**src/rtl/matrix_loader_if.sv**
```systemverilog
// rtl/matrix_loader_if.sv - stream-in / memory-write / multiplier-control bundle for matrix_loader
interface matrix_loader_if #(
    parameter int DATA_WIDTH = 32,
    parameter int ADDR_WIDTH = 12
);
    logic [DATA_WIDTH-1:0] in_data;
    logic                  in_valid;
    logic                  in_ready;
    logic [DATA_WIDTH-1:0] mem_data;
    logic [ADDR_WIDTH-1:0] mem_addr;
    logic                  mem_we;
    logic                  start;
    logic                  result_ready;
    logic                  busy;
    logic                  error;

    modport master (
        input  in_data, in_valid, result_ready,
        output in_ready, mem_data, mem_addr, mem_we, start, busy, error
    );

    modport slave (
        output in_data, in_valid, result_ready,
        input  in_ready, mem_data, mem_addr, mem_we, start, busy, error
    );
endinterface

```
**src/rtl/matrix_loader.sv**
```systemverilog
// rtl/matrix_loader.sv - validates M/N/P header and writes A/B into the shared memory, then starts the multiplier
// Optional LOADER_TRANSPOSE_B_EN: store B column-major (B base + j*N + k).
module matrix_loader #(
    parameter int DATA_WIDTH  = 32,
    parameter int ADDR_WIDTH  = 12,
    parameter int MAX_LEN     = 100,
    parameter int MAX_LEN_LOG = 7
) (
    input  logic            clk,
    input  logic            reset,
    matrix_loader_if.master bus
);
    localparam int PROD_W = 2 * MAX_LEN_LOG;
    // Wide enough that three maximal products plus the header never wrap.
    localparam int SUM_W  = (PROD_W + 2 > ADDR_WIDTH + 2) ? PROD_W + 2 : ADDR_WIDTH + 2;

    localparam logic [DATA_WIDTH-1:0]  MAX_LEN_W = DATA_WIDTH'(MAX_LEN);
    localparam logic [SUM_W-1:0]       CAPACITY  = SUM_W'(1) << ADDR_WIDTH;
    localparam logic [SUM_W-1:0]       HDR_WORDS = SUM_W'(3);
    localparam logic [ADDR_WIDTH-1:0]  A_BASE    = ADDR_WIDTH'(3);
    localparam logic [MAX_LEN_LOG-1:0] CNT_ONE   = MAX_LEN_LOG'(1);

    typedef enum logic [3:0] {
        S_IDLE,
        S_HDR_M,
        S_HDR_N,
        S_HDR_P,
        S_CHECK,
        S_LOAD_A,
        S_LOAD_B,
        S_START,
        S_WAIT,
        S_ERR
    } state_t;

    state_t                 state_q, state_d;
    logic [MAX_LEN_LOG-1:0] m_q, m_d, n_q, n_d, p_q, p_d;
    logic [MAX_LEN_LOG-1:0] row_q, row_d, col_q, col_d;
    logic [ADDR_WIDTH-1:0]  b_base_q, b_base_d;
    logic                   in_ready_q, in_ready_d;
    logic                   mem_we_q, mem_we_d;
    logic [ADDR_WIDTH-1:0]  mem_addr_q, mem_addr_d;
    logic [DATA_WIDTH-1:0]  mem_data_q, mem_data_d;
    logic                   start_q, start_d;

    logic                   xfer;
    logic                   dim_ok;
    logic [MAX_LEN_LOG-1:0] dim_word;
    logic [PROD_W-1:0]      prod_mn, prod_np, prod_mp;
    logic [PROD_W-1:0]      a_off, b_off;
    logic [SUM_W-1:0]       need_words;
    logic [MAX_LEN_LOG-1:0] row_lim, col_lim;
    logic                   row_wrap, col_wrap;

    assign xfer     = bus.in_valid && in_ready_q;
    assign dim_ok   = (bus.in_data != '0) && (bus.in_data <= MAX_LEN_W);
    assign dim_word = bus.in_data[MAX_LEN_LOG-1:0];

    assign prod_mn    = PROD_W'(m_q) * PROD_W'(n_q);
    assign prod_np    = PROD_W'(n_q) * PROD_W'(p_q);
    assign prod_mp    = PROD_W'(m_q) * PROD_W'(p_q);
    assign need_words = HDR_WORDS + SUM_W'(prod_mn) + SUM_W'(prod_np) + SUM_W'(prod_mp);

    // A rows span N columns; B rows (indexed by k) span P columns.
    assign row_lim  = (state_q == S_LOAD_B) ? n_q : m_q;
    assign col_lim  = (state_q == S_LOAD_B) ? p_q : n_q;
    assign row_wrap = ((row_q + CNT_ONE) == row_lim);
    assign col_wrap = ((col_q + CNT_ONE) == col_lim);

    assign a_off = PROD_W'(row_q) * PROD_W'(n_q) + PROD_W'(col_q);
`ifdef LOADER_TRANSPOSE_B_EN
    assign b_off = PROD_W'(col_q) * PROD_W'(n_q) + PROD_W'(row_q);
`else
    assign b_off = PROD_W'(row_q) * PROD_W'(p_q) + PROD_W'(col_q);
`endif

    always_comb begin
        state_d    = state_q;
        m_d        = m_q;
        n_d        = n_q;
        p_d        = p_q;
        row_d      = row_q;
        col_d      = col_q;
        b_base_d   = b_base_q;
        mem_we_d   = 1'b0;
        mem_addr_d = mem_addr_q;
        mem_data_d = mem_data_q;
        start_d    = 1'b0;

        case (state_q)
            S_IDLE: state_d = S_HDR_M;

            S_HDR_M, S_HDR_N, S_HDR_P: begin
                if (xfer) begin
                    if (!dim_ok) begin
                        state_d = S_ERR;
                    end else begin
                        mem_we_d   = 1'b1;
                        mem_data_d = bus.in_data;
                        case (state_q)
                            S_HDR_M: begin
                                m_d        = dim_word;
                                mem_addr_d = ADDR_WIDTH'(0);
                                state_d    = S_HDR_N;
                            end
                            S_HDR_N: begin
                                n_d        = dim_word;
                                mem_addr_d = ADDR_WIDTH'(1);
                                state_d    = S_HDR_P;
                            end
                            default: begin
                                p_d        = dim_word;
                                mem_addr_d = ADDR_WIDTH'(2);
                                state_d    = S_CHECK;
                            end
                        endcase
                    end
                end
            end

            S_CHECK: begin
                if (need_words > CAPACITY) begin
                    state_d = S_ERR;
                end else begin
                    row_d    = '0;
                    col_d    = '0;
                    b_base_d = A_BASE + ADDR_WIDTH'(prod_mn);
                    state_d  = S_LOAD_A;
                end
            end

            S_LOAD_A, S_LOAD_B: begin
                if (xfer) begin
                    mem_we_d   = 1'b1;
                    mem_data_d = bus.in_data;
                    mem_addr_d = (state_q == S_LOAD_A) ? A_BASE + ADDR_WIDTH'(a_off)
                                                       : b_base_q + ADDR_WIDTH'(b_off);
                    if (col_wrap) begin
                        col_d = '0;
                        if (row_wrap) begin
                            row_d   = '0;
                            state_d = (state_q == S_LOAD_A) ? S_LOAD_B : S_START;
                        end else begin
                            row_d = row_q + CNT_ONE;
                        end
                    end else begin
                        col_d = col_q + CNT_ONE;
                    end
                end
            end

            // The registered start lands one cycle after the last B write.
            S_START: begin
                start_d = 1'b1;
                state_d = S_WAIT;
            end

            S_WAIT: begin
                if (bus.result_ready) state_d = S_IDLE;
            end

            S_ERR: state_d = S_ERR;

            default: state_d = S_ERR;
        endcase

        in_ready_d = (state_d == S_HDR_M) || (state_d == S_HDR_N) || (state_d == S_HDR_P) ||
                     (state_d == S_LOAD_A) || (state_d == S_LOAD_B);
    end

    always_ff @(posedge clk or negedge reset) begin
        if (!reset) begin
            state_q    <= S_IDLE;
            m_q        <= '0;
            n_q        <= '0;
            p_q        <= '0;
            row_q      <= '0;
            col_q      <= '0;
            b_base_q   <= '0;
            in_ready_q <= 1'b0;
            mem_we_q   <= 1'b0;
            mem_addr_q <= '0;
            mem_data_q <= '0;
            start_q    <= 1'b0;
        end else begin
            state_q    <= state_d;
            m_q        <= m_d;
            n_q        <= n_d;
            p_q        <= p_d;
            row_q      <= row_d;
            col_q      <= col_d;
            b_base_q   <= b_base_d;
            in_ready_q <= in_ready_d;
            mem_we_q   <= mem_we_d;
            mem_addr_q <= mem_addr_d;
            mem_data_q <= mem_data_d;
            start_q    <= start_d;
        end
    end

    assign bus.in_ready = in_ready_q;
    assign bus.mem_we   = mem_we_q;
    assign bus.mem_addr = mem_addr_q;
    assign bus.mem_data = mem_data_q;
    assign bus.start    = start_q;
    assign bus.busy     = (state_q != S_IDLE);
    assign bus.error    = (state_q == S_ERR);
endmodule

```
**src/flat_wrapper.sv**
```systemverilog
// flat-port wrapper written by rule: the top's interface ports become plain ports
module matrix_loader_flat 
#(
    parameter int DATA_WIDTH  = 32,
    parameter int ADDR_WIDTH  = 12,
    parameter int MAX_LEN     = 100,
    parameter int MAX_LEN_LOG = 7
)
  (clk, reset, bus_in_data, bus_in_valid, bus_result_ready, bus_in_ready, bus_mem_data, bus_mem_addr, bus_mem_we, bus_start, bus_busy, bus_error);
  matrix_loader_if #(.DATA_WIDTH(DATA_WIDTH), .ADDR_WIDTH(ADDR_WIDTH)) bus_i ();
  input  logic clk;
  input  logic reset;
  input wire logic [$bits(bus_i.in_data)-1:0] bus_in_data;
  input wire logic [$bits(bus_i.in_valid)-1:0] bus_in_valid;
  input wire logic [$bits(bus_i.result_ready)-1:0] bus_result_ready;
  output wire logic [$bits(bus_i.in_ready)-1:0] bus_in_ready;
  output wire logic [$bits(bus_i.mem_data)-1:0] bus_mem_data;
  output wire logic [$bits(bus_i.mem_addr)-1:0] bus_mem_addr;
  output wire logic [$bits(bus_i.mem_we)-1:0] bus_mem_we;
  output wire logic [$bits(bus_i.start)-1:0] bus_start;
  output wire logic [$bits(bus_i.busy)-1:0] bus_busy;
  output wire logic [$bits(bus_i.error)-1:0] bus_error;
  assign bus_i.in_data = bus_in_data;
  assign bus_i.in_valid = bus_in_valid;
  assign bus_i.result_ready = bus_result_ready;
  assign bus_in_ready = bus_i.in_ready;
  assign bus_mem_data = bus_i.mem_data;
  assign bus_mem_addr = bus_i.mem_addr;
  assign bus_mem_we = bus_i.mem_we;
  assign bus_start = bus_i.start;
  assign bus_busy = bus_i.busy;
  assign bus_error = bus_i.error;
  matrix_loader #(.DATA_WIDTH(DATA_WIDTH), .ADDR_WIDTH(ADDR_WIDTH), .MAX_LEN(MAX_LEN), .MAX_LEN_LOG(MAX_LEN_LOG)) u_core (.clk(clk), .reset(reset), .bus(bus_i));
endmodule
```
**config.mk**
```make
export PLATFORM = sky130hd
export DESIGN_NAME = matrix_loader_flat
export DESIGN_NICKNAME = d
export VERILOG_FILES = /design/src/rtl/matrix_loader_if.sv /design/src/rtl/matrix_loader.sv /design/src/flat_wrapper.sv
export SDC_FILE = /design/constraint.sdc
export NUM_CORES = 1
export LEC_CHECK = 0
export BUFFER_PORTS_ARGS = -buffer_cell sky130_fd_sc_hd__buf_2
export CAP_MARGIN = 5
export CORE_MARGIN = 1.5
export CORE_UTILIZATION = 60
export CTS_CLUSTER_DIAMETER = 150
export CTS_CLUSTER_SIZE = 20
export DETAILED_ROUTE_END_ITERATION = 12
export MAX_ROUTING_LAYER = met4
export PLACE_DENSITY = 0.75
export REMOVE_ABC_BUFFERS = 1
export SYNTH_ARGS = -nofsm -noshare
export SYNTH_HDL_FRONTEND = slang
export SYNTH_SLANG_ARGS = --single-unit
```
**constraint.sdc**
```tcl
create_clock -name clk -period 21.4 [get_ports clk]
set_input_delay 3.21 -clock clk [delete_from_list [all_inputs] [get_ports clk]]
set_output_delay 3.21 -clock clk [all_outputs]
set_load 0.03 [all_outputs]
```
==> flow_summary_export.csv, run 1 <==
group,metric,value,unit
outcome,outcome,"complete, no violations",
power,switching_power,0.000275,W
critical_path,crit_fanout,26,
yosys,synth_edf_count,0,
min_path,hold-path-cell-count,2,
power,power_frac_seq,39.8,%
sta,hold_viol,0,
placement,post-place-cells,1834,
critical_path,cpMaxStageDelayCell,"dfrtp_1",
yosys,synthCells,1523,
routing,drtAntennaViolNets,0,
global_route,grt_pass1_wl,52.8,mm
cells_and_area,stdcell_count,1850,
cells_and_area,syn2layout_area_growth,6.72,%
sta,max_freq,96.6,MHz
global_route,gr-total-overflow,0,
global_route,grt_max_degree,67,
die,fp.dieH,154,um
yosys,synthDominantCellAreaShare,26.5,%
clock_tree,postCtsHoldBufs,0,
sta,final-max-slew-violation-count,0,
clock_tree,clockBufferDepth,2,
power,switching_share,41.0,%
critical_path,worst_setup_path_end_kind,"flip-flop",
routing,wl_per_cell,17.2,um
min_path,min_path_type,"reg -> reg",
cells_and_area,diodes,0,
power,finalPower,0.000670,W
routing,vias,10300,
die,dieArea,23900,um^2
critical_path,critPathRequiredTime,21.65,ns
critical_path,critPathMostFrequentCell,"fa_1",
yosys,yosysSeqAreaShare,17.8,%
clock_tree,cts_made_buffers,9,
sta,tightestPinTransition,1.09,ns
die,fp.coreArea,22600,um^2
yosys,synthFlopType,"dfrtp_1",
power,comb_power_share,33.5,%
critical_path,cp-start-kind,"flip-flop",
power,ir_worst_vdd,70.2,uV
critical_path,crit_path_max_incr_delay,0.88,ns
yosys,syn_avg_cell_area,9.04,um^2
critical_path,worstSetupPathType,"reg -> reg",
routing,routed_wl,31.8,mm
yosys,synth_seq_cells,98,
global_route,track_usage,29.1,%
yosys,synth_largest_area_cell,"fa_1",
routing,first_pass_iters,5,
critical_path,r2r_start,"u_core.n_q[3]$_DFFE_PN0P_",
sta,setup_tns,0,ns
cells_and_area,fillCellCount,1869,
clock_tree,htree_num_levels,3,
sta,skew,0.00898,ns
die,initial_utilization,61.0,%
power,p_leak,7.93,nW
die,rows,55,
clock_tree,cts_root_buf,"clkbuf_16",
sta,fin_crit,10.35,ns
cells_and_area,final-seq-area,2450,um^2
sta,setup_violations,0,
routing,drtIter0Drc,743,
clock_tree,clk_pin_slew,0.07,ns
routing,vias_per_cell,5.57,
clock_tree,insertion_delay,0.37,ns
flow_run,drv_cap,0,
power,power.density,45.6,nW/um^2
critical_path,crit_start,"u_core.n_q[3]$_DFFE_PN0P_",
cells_and_area,multi_input_area,10100,um^2
clock_tree,clock_sinks,98,
cells_and_area,drive_above_1_share,9.84,%
die,die_x,154,um
sta,slew_headroom,27.1,%
sta,min_period_over_period,48.4,%
power,clockPowerShare,26.7,%
critical_path,ff2ff_path_depth,33,
yosys,yosys_warnings,0,
placement,hpwl,24.2,mm
die,io_pins,85,
placement,place_congestion,0.943,
global_route,first_global_vias,10400,
placement,io_buffers,84,
cells_and_area,nNetsFinal,1918,
min_path,hold_start,"u_core.bus.mem_addr[1]$_DFFE_PN0P_",
clock_tree,ctsResizeCount,0,
routing,drc,0,
clock_tree,post-cts-setup-buffers,0,
power,p_int,0.000395,W
yosys,synthTopCellsByArea,"fa_1 26%, dfrtp_1 18%, ha_1 13%, inv_1 6.7%, nand2_1 6.6%",
sta,rsz0062_at_grt,"no",
global_route,antenna_found_initial,0,
yosys,synth_cell_types,64,
clock_tree,tritoncts,"yes",
yosys,netlist_area,13800,um^2
critical_path,worst_ep_arrival_time,10.60,ns
yosys,synthArstFlopShare,100,%
-- through the flow --
step | util, % | instance area (um^2) | hold WS (ns) | worst slack (ns)
final | 65.1 | 14700 | 0.472 | 11.05
after global routing | 65.1 | 14700 | 0.489 | 10.45
after CTS | 65.1 | 14700 | 0.478 | 11.03
after detailed placement | 63.6 | 14400 | 0.458 | 11.05
after global placement | 63.6 | 14400 | 0.453 | 11.23
after floorplan | - | 13500 | 0.470 | 12.18
-- synthesized netlist by cell type, drive strengths merged, types with 3 or more instances --
| cell | n |
|---|---|
| dfrtp | 98 |
| nand4 | 6 |
| o21a | 8 |
| inv | 247 |
| nand2 | 244 |
| clkbuf | 58 |
| a21o | 17 |
| a31oi | 6 |
| nand3 | 21 |
| mux2i | 15 |
| a21oi | 38 |
| nor2b | 6 |
| nand2b | 8 |
| ha | 140 |
| o21bai | 4 |
| and2 | 144 |
| xnor2 | 53 |
| nor4 | 7 |
| nor3b | 7 |
| o41ai | 3 |
| mux2 | 37 |
| nor2 | 41 |
| nor3 | 11 |
| a22oi | 5 |
| xor2 | 28 |
| o21ai | 37 |
| and3 | 6 |
| a211oi | 5 |
| fa | 182 |
| o31ai | 3 |
| buf | 11 |
-- worst max-delay path, delay by kind of cell, from the launching register on --
family / cells / cell delay, ns
AO/OA/AOI/OAI: 4 / 1.14
XOR/XNOR: 3 / 0.69
adder cells (fa/ha/maj): 12 / 5.59
buffers and inverters: 8 / 0.37
flip-flops: 1 / 0.88
multiplexers: 1 / 0.37
AND/OR/NAND/NOR: 5 / 1.17
-- path summary, 6_finish.rpt --
kind	end	slack (ns)
worst max-delay path	u_core.col_q[6]$_DFFE_PN0P_	11.05
worst min-delay path	u_core.bus.mem_addr[1]$_DFFE_PN0P_	0.47
worst max register to register	u_core.col_q[6]$_DFFE_PN0P_	11.05
worst min register to register	u_core.bus.mem_addr[1]$_DFFE_PN0P_	0.47
max in group asynchronous	u_core.m_q[0]$_DFFE_PN0P_	17.43
min in group asynchronous	u_core.bus.mem_addr[4]$_DFFE_PN0P_	2.78
-- final cells by class --
cell class	instances	area share, %
sequential	98	16.7
inverter	247	6.31
clock buffer	9	1.53
tap	285	2.43
clock inverter	7	0.732
multi-input combinational	1109	68.9
timing repair buffer	95	3.44
-- cells in the final DEF, fill, tap and decap left out, types with 9 or more instances in the layout --
cell / Yosys / layout
clkbuf_16: 0 / 9
xor2_1: 28 / 28
mux2i_1: 15 / 15
and2_1: 144 / 144
inv_1: 247 / 247
nor3_1: 11 / 11
nand3_1: 21 / 21
xnor2_1: 53 / 53
dfrtp_1: 98 / 98
a21o_1: 17 / 17
nor2_1: 41 / 41
ha_1: 140 / 140
buf_4: 1 / 12
fa_1: 182 / 182
mux2_2: 31 / 31
nand2_1: 243 / 243
o21ai_0: 30 / 30
a21oi_1: 36 / 36
buf_2: 5 / 83
-- kinds of logic (layout without fill, tap and decap cells) --
kind of cell,Yosys count,after routing,share of synthesized area [%]
simple gates,511,511,18.2
fa+ha+maj,322,322,39.2
mux,52,52,4.12
compound gates,143,143,6.84
buf+inv,316,358,8.69
xor+xnor,81,81,5.15
flops,98,98,17.8
-- sequential cells by signal, summed over array words and instances, names as in the netlist, 7 cells and up --
register / cells
u_core.row_q: 7
u_core.n_q: 7
u_core.p_q: 7
u_core.b_base_q: 12
u_core.bus.mem_addr: 12
u_core.col_q: 7
u_core.m_q: 7
u_core.bus.mem_data: 32
-- layer usage --
metal | up-vias | share of wire (%) | global-route usage [%]
li1 | 4835 | - | -
met2 | 307 | 46 | 44.2
met3 | 30 | 6.2 | 4.23
met1 | 5125 | 45 | 41.4
met5 | - | 0 | -
met4 | 0 | 2.3 | 7.37
-- power by group through the flow --
stage	combinational, W	clock (W)	sequential, W
finish	0.000225	0.000179	0.000266
global route	0.000248	0.000187	0.000271
CTS	0.000226	0.000180	0.000265
detailed placement	0.000226	0	0.000267
global placement	0.000221	0	0.000266
floorplan	0.0000792	0	0.000331
No activity file was read; power rests on OpenSTA's default activity.
==> run 2: changes to the inputs <==
--- a/config.mk
+++ b/config.mk
@@ -8,12 +8,12 @@
 export BUFFER_PORTS_ARGS = -buffer_cell sky130_fd_sc_hd__buf_2
 export CAP_MARGIN = 5
 export CORE_MARGIN = 1.5
-export CORE_UTILIZATION = 60
+export CORE_UTILIZATION = 58
 export CTS_CLUSTER_DIAMETER = 150
 export CTS_CLUSTER_SIZE = 20
 export DETAILED_ROUTE_END_ITERATION = 12
 export MAX_ROUTING_LAYER = met4
-export PLACE_DENSITY = 0.75
+export PLACE_DENSITY = 0.76
 export REMOVE_ABC_BUFFERS = 1
 export SYNTH_ARGS = -nofsm -noshare
 export SYNTH_HDL_FRONTEND = slang
==> constraint.sdc (replaced) <==
create_clock -name clk -period 8.6 [get_ports clk]
set_input_delay 1.29 -clock clk [delete_from_list [all_inputs] [get_ports clk]]
set_output_delay 1.29 -clock clk [all_outputs]
set_load 0.03 [all_outputs]
==> run 2 against run 1 <==
Against the previous run:
- the flow now finishes with violations (setup timing)
- combinational power rose by 150%
- worst setup slack lost 12 ns
- clock power increased by 140%
- power rose by 150%
- core utilization grew 4.7 points
- critical path type unchanged
- critical endpoint is now u_core.row_q[6]$_DFFE_PN0P_
- highest routed layer unchanged
==> flow_summary_export.csv, run 2 (synthesis gave the netlist of run 1 again) <==
group,metric,value,unit
outcome,outcome,"finished with violations",
outcome,failed_checks,"setup timing",
critical_path,critPathRequiredTime,8.84,ns
critical_path,critPathMostFrequentCell,"fa_1",
sta,postLayoutSetupSlackWorst,-0.500,ns
flow_run,drv_cap,0,
placement,place_congestion,0.892,
routing,wl_per_cell,17.7,um
global_route,track_usage,30.9,%
routing,first_pass_iters,7,
critical_path,worstSetupPathType,"reg -> reg",
sta,min_period_over_period,106,%
routing,drc,0,
placement,hpwl,25.4,mm
routing,routed_wl,35.5,mm
global_route,grt_max_degree,53,
cells_and_area,diodes,0,
sta,setup_tns,-12.69,ns
routing,vias_per_cell,5.56,
die,fp.dieH,157,um
critical_path,crit_path_max_incr_delay,0.54,ns
cells_and_area,largest_reg_flops,32,
cells_and_area,layout_commonest_cell,"inv_1",
critical_path,worst_ep_arrival_time,9.34,ns
clock_tree,insertion_delay,0.36,ns
die,die_x,157,um
cells_and_area,syn2layout_area_growth,18.7,%
clock_tree,cts_made_buffers,9,
die,io_pins,85,
clock_tree,clk_pin_slew,0.08,ns
critical_path,cpMaxStageDelayCell,"fa_1",
sta,skew,0.0161,ns
critical_path,crit_family,"adder cells",
sta,fin_crit,9.10,ns
critical_path,crit_fanout,6,
clock_tree,clock_sinks,98,
cells_and_area,drive_above_1_share,21.1,%
routing,drtIter0Drc,809,
power,ir_worst_vdd,210,uV
power,p_int,0.000957,W
cells_and_area,mostFrequentLayoutCells,"239 x inv_1, 235 x nand2_1, 180 x fa_1",
power,power.density,101,nW/um^2
placement,place_ws,-0.812,ns
clock_tree,htree_num_levels,3,
cells_and_area,nNetsFinal,2040,
power,clockPowerShare,25.9,%
clock_tree,clockBufferDepth,2,
sta,tightestPinTransition,0.970,ns
sta,final-max-slew-violation-count,0,
min_path,min_path_type,"reg -> reg",
routing,drtAntennaViolNets,0,
power,switching_share,42.0,%
sta,rsz0062_at_grt,"yes",
die,fp.coreArea,23400,um^2
clock_tree,cts_root_buf,"clkbuf_16",
critical_path,critPathBufInv,9,
sta,slew_headroom,35.3,%
sta,hold_viol,0,
placement,io_buffers,84,
global_route,grt_pass1_wl,58.1,mm
die,dieArea,24700,um^2
power,p_leak,8.64,nW
die,initial_utilization,58.8,%
global_route,first_global_vias,11700,
die,rows,56,
power,switching_power,0.000693,W
routing,vias,11200,
global_route,antenna_found_initial,0,
sta,setup_violations,29,
critical_path,cp-start-kind,"flip-flop",
power,power_frac_seq,40.4,%
critical_path,worst_setup_path_end_kind,"flip-flop",
sta,max_freq,110,MHz
clock_tree,tritoncts,"yes",
power,comb_power_share,33.7,%
global_route,gr-total-overflow,0,
-- run 2: cell count changes in the layout (fill, tap and decap cells not counted), moves of 8 or more --
cell     delta
buf_4     +112
mux2_4     +16
ha_1       -15
ha_4       +15
mux2_2     -10
a21oi_1     -8
inv_1       -8
inv_2       +8
nand2_1     -8
-- run 2: metal layers --
layer	share of wire [%]	vias up	wire, um	GRT usage, %
li1	-	5081	-	-
met2	49	439	17500	50.0
met3	6.2	81	2190	4.65
met4	3.1	0	1090	11.3
met5	0	-	0	-
met1	41	5560	14600	39.7
-- run 2: path summary, 6_finish.rpt --
kind	from	to	slack (ns)	cells past startpoint
min reg2reg	u_core.bus.mem_data[25]$_DFFE_PN0P_	u_core.bus.mem_data[25]$_DFFE_PN0P_	0.47	2
min	u_core.bus.mem_data[25]$_DFFE_PN0P_	u_core.bus.mem_data[25]$_DFFE_PN0P_	0.47	2
max reg2reg	u_core.m_q[2]$_DFFE_PN0P_	u_core.row_q[6]$_DFFE_PN0P_	-0.50	35
min in group asynchronous	reset	u_core.bus.mem_addr[5]$_DFFE_PN0P_	0.96	1
max	u_core.m_q[2]$_DFFE_PN0P_	u_core.row_q[6]$_DFFE_PN0P_	-0.50	35
max in group asynchronous	reset	u_core.p_q[2]$_DFFE_PN0P_	6.51	2
-- run 2: cell type report --
class	count	area, um^2
Clock buffer	9	225
Clock inverter	7	81.3
Fill cell	1745	7060
Inverter	247	927
Multi-Input combinational cell	1109	10800
Sequential cell	98	2450
Tap cell	319	399
Timing Repair Buffer	217	1500
-- run 2: through the flow --
stage | power [W] | hold WS, ns | instance area [um^2] | utilization (%) | instances
2_1_floorplan | 0.00102 | 0.470 | 13500 | - | 1454
3_3_place_gp | 0.00120 | 0.454 | 15100 | 64.4 | 1957
3_5_place_dp | 0.00122 | 0.457 | 15100 | 64.4 | 1957
4_1_cts | 0.00165 | 0.476 | 16200 | 69.1 | 1999
5_1_grt | 0.00174 | 0.489 | 16300 | 69.8 | 2006
6_report | 0.00165 | 0.473 | 16300 | 69.8 | 2006
-- run 2: timing repair --
item / in CTS / in global routing
buffers inserted: 24 / 8
pin swaps: 60 / 40
gates resized for setup: 100 / 29
gates cloned: 2 / 0
hold buffers: 0 / 0
endpoints found under the setup margin: 29 / 29
-- run 2: power by group through the flow --
stage | Combinational [W] | Sequential [W] | Clock (W)
2_1_floorplan | 0.000197 | 0.000824 | 0
3_3_place_gp | 0.000538 | 0.000667 | 0
3_5_place_dp | 0.000550 | 0.000668 | 0
4_1_cts | 0.000560 | 0.000662 | 0.000427
5_1_grt | 0.000610 | 0.000680 | 0.000447
6_report | 0.000556 | 0.000667 | 0.000427
-- run 2: worst min-delay path, stage by stage (launching register included) --
cell and delay (ns):
dfrtp_1 0.34, nand2_1 0.05, nand2_1 0.05
==> run 3: changes to the inputs <==
--- a/config.mk
+++ b/config.mk
@@ -5,6 +5,7 @@
 export SDC_FILE = /design/constraint.sdc
 export NUM_CORES = 1
 export LEC_CHECK = 0
+export ABC_AREA = 1
 export BUFFER_PORTS_ARGS = -buffer_cell sky130_fd_sc_hd__buf_2
 export CAP_MARGIN = 5
 export CORE_MARGIN = 1.5
==> constraint.sdc (replaced) <==
create_clock -name clk -period 8.6 [get_ports clk]
set_input_delay 1.29 -clock clk [delete_from_list [all_inputs] [get_ports clk]]
set_output_delay 1.29 -clock clk [all_outputs]
set_load 0.1 [all_outputs]
==> run 3 against run 2 <==
Against the previous run:
- the flow still finishes with violations (setup timing)
- synthesized cell count up 28%
- register-to-register slack better by 0.48 ns
- via count up 12%
- core utilization down 2.3 points
- critical path type unchanged
- largest cell class unchanged
==> flow_summary_export.csv, run 3 <==
group,metric,value,unit
global_route,antenna_found_initial,0,
cells_and_area,fin_util,67.5,%
critical_path,critPathRequiredTime,8.84,ns
yosys,synth_xor_area_share,3.01,%
clock_tree,tritoncts,"yes",
cells_and_area,diodes,0,
critical_path,worst_setup_path_end_kind,"flip-flop",
power,switching_share,24.7,%
die,initial_utilization,58.8,%
sta,postLayoutSetupSlackWorst,-0.0201,ns
critical_path,worst_ep_arrival_time,8.86,ns
yosys,syn_avg_cell_area,7.34,um^2
critical_path,crit_path_max_incr_delay,0.55,ns
power,switching_power,0.000221,W
die,die_x,160,um
critical_path,cpMaxStageDelayCell,"fa_2",
yosys,synth_largest_area_cell,"fa_1",
yosys,synthCells,1943,
sta,max_freq,116,MHz
cells_and_area,largest_reg_flops,32,
die,fp.dieH,160,um
sta,rsz0062_at_grt,"yes",
cells_and_area,nNetsFinal,2416,
clock_tree,clk_pin_slew,0.08,ns
yosys,synth.area.mux_share,0,%
yosys,synth_seq_cells,98,
yosys,synthDominantCellAreaShare,25.5,%
sta,setup_violations,1,
sta,skew,0.0146,ns
sta,tightestPinTransition,0.887,ns
routing,routed_wl,37.0,mm
yosys,yosys_warnings,0,
critical_path,worstSetupPathType,"reg -> reg",
die,dieArea,25500,um^2
routing,first_pass_iters,5,
routing,drtIter0Drc,957,
yosys,synthFlopType,"dfrtp_1",
power,ir_worst_vdd,136,uV
placement,io_buffers,84,
yosys,synth-simple-area-share,22.6,%
sta,min_period_over_period,100,%
min_path,min_path_type,"reg -> reg",
die,rows,57,
power,p_leak,10.2,nW
die,io_pins,85,
yosys,synth_common_cells,"619 x nand2_1, 466 x inv_1, 182 x fa_1, 140 x ha_1, 98 x dfrtp_1",
cells_and_area,stdcell_count,2387,
global_route,grt_pass1_wl,61.3,mm
placement,hpwl,28.1,mm
yosys,synth_edf_count,0,
sta,slew_headroom,40.9,%
yosys,yosys.area_share.adder,37.8,%
yosys,netlist_area,14300,um^2
power,power_frac_seq,51.5,%
routing,vias,12500,
clock_tree,clock_sinks,98,
yosys,synthArstFlopShare,100,%
routing,drc,0,
die,fp.coreArea,24200,um^2
critical_path,cp-start-kind,"flip-flop",
clock_tree,clockBufferDepth,2,
clock_tree,cts_made_buffers,9,
sta,final-max-slew-violation-count,0,
power,clockPowerShare,45.8,%
sta,hold_viol,0,
routing,wl_per_cell,15.5,um
clock_tree,cts_root_buf,"clkbuf_16",
critical_path,crit_fanout,5,
global_route,grt_max_degree,63,
yosys,synth_most_common_cell,"nand2_1",
clock_tree,insertion_delay,0.36,ns
cells_and_area,mostFrequentLayoutCells,"594 x nand2_1, 448 x inv_1, 181 x fa_1",
cells_and_area,syn2layout_area_growth,14.7,%
flow_run,drv_cap,0,
routing,drtAntennaViolNets,0,
yosys,synth_cell_types,41,
sta,fin_crit,8.62,ns
outcome,failed_checks,"setup timing",
outcome,outcome,"finished with violations",
cells_and_area,drive_above_1_share,14.7,%
yosys,synthTopCellsByArea,"fa_1 26%, dfrtp_1 17%, nand2_1 16%, ha_1 12%, inv_1 12%",
global_route,first_global_vias,12700,
power,comb_power_share,2.7,%
routing,vias_per_cell,5.24,
yosys,yosysSeqAreaShare,17.2,%
placement,post-place-cells,2350,
yosys,synth_top_family_by_area,"adder cells",
critical_path,critPathMostFrequentCell,"fa_1",
cells_and_area,layout_commonest_cell,"nand2_1",
global_route,gr-total-overflow,0,
global_route,track_usage,30.9,%
power,power.density,54.6,nW/um^2
power,p_int,0.000673,W
placement,place_congestion,0.918,
clock_tree,htree_num_levels,3,
yosys,synth_compound_gate_area_share,4.74,%
run 3: power by group through the flow:
| stage | clock (W) | combinational [W] | sequential [W] |
|---|---|---|---|
| 2_1_floorplan | 0 | 0.00000347 | 0.000470 |
| 3_3_place_gp | 0 | 0.0000243 | 0.000470 |
| 3_5_place_dp | 0 | 0.0000248 | 0.000470 |
| 4_1_cts | 0.000411 | 0.0000249 | 0.000460 |
| 5_1_grt | 0.000429 | 0.0000279 | 0.000460 |
| 6_report | 0.000409 | 0.0000241 | 0.000460 |
run 3: repair_timing:
action                                 4_1_cts  5_1_grt
pin swaps                                   28       58
hold buffers                                 0        0
gates cloned                                 2        0
gates resized for setup                     42      100
buffers inserted                             8       12
setup endpoints to repair                   29       29
endpoints found under the hold margin        0        0
run 3: routing by layer:
layer / part of all wire, % / vias up / GRT usage (%)
li1: - / 5959 / -
met1: 41 / 6015 / 39.0
met2: 48 / 445 / 51.3
met5: 0 / - / -
met3: 6.5 / 93 / 3.79
met4: 3.7 / 0 / 11.7
run 3: worst paths after layout:
kind / from / to / slack (ns) / cells past startpoint
max: u_core.n_q[2]$_DFFE_PN0P_ / u_core.row_q[0]$_DFFE_PN0P_ / -0.02 / 39
min reg2reg: u_core.bus.mem_addr[1]$_DFFE_PN0P_ / u_core.bus.mem_addr[1]$_DFFE_PN0P_ / 0.47 / 2
min: u_core.bus.mem_addr[1]$_DFFE_PN0P_ / u_core.bus.mem_addr[1]$_DFFE_PN0P_ / 0.47 / 2
max reg2reg: u_core.n_q[2]$_DFFE_PN0P_ / u_core.row_q[0]$_DFFE_PN0P_ / -0.02 / 39
max in group asynchronous: reset / u_core.n_q[6]$_DFFE_PN0P_ / 6.56 / 2
min in group asynchronous: reset / u_core.bus.mem_addr[5]$_DFFE_PN0P_ / 0.90 / 1
run 3: cell families (layout without fill, tap and decap cells):
logic type,count (synthesis),count (layout)
fa+ha+maj,322,322
compound gates,125,125
flops,98,98
buf+inv,546,666
xor+xnor,49,49
simple gates,803,803
run 3: layout make-up:
class | count | area, um^2
repair buffers | 180 | 1240
fillers | 2081 | 7880
well taps | 324 | 405
multi-input cells | 1299 | 10200
flip-flops and latches | 98 | 2450
clock buffers | 9 | 225
clock inverters | 7 | 67.6
inverters | 470 | 1780
run 3: metrics by stage:
step	cell area, um^2	hold WS (ns)	TNS (ns)	setup slack (ns)	power, W
floorplan	13900	0.455	-11.77	-0.764	0.000473
global placement	15400	0.448	-4.78	-0.236	0.000494
detailed placement	15400	0.453	-5.77	-0.295	0.000494
CTS	16000	0.471	0	0.0159	0.000896
global route	16400	0.491	-8.18	-0.362	0.000918
finish	16400	0.470	-0.0201	-0.0201	0.000894
run 3: worst max-delay path, delay by kind of cell, from the launching register on:
kind                     cells  cell delay [ns]
XOR/XNOR                     3             0.52
flip-flops                   1             0.44
AND/OR/NAND/NOR             13             1.16
buffers and inverters       11             0.93
adder cells (fa/ha/maj)     12             5.43
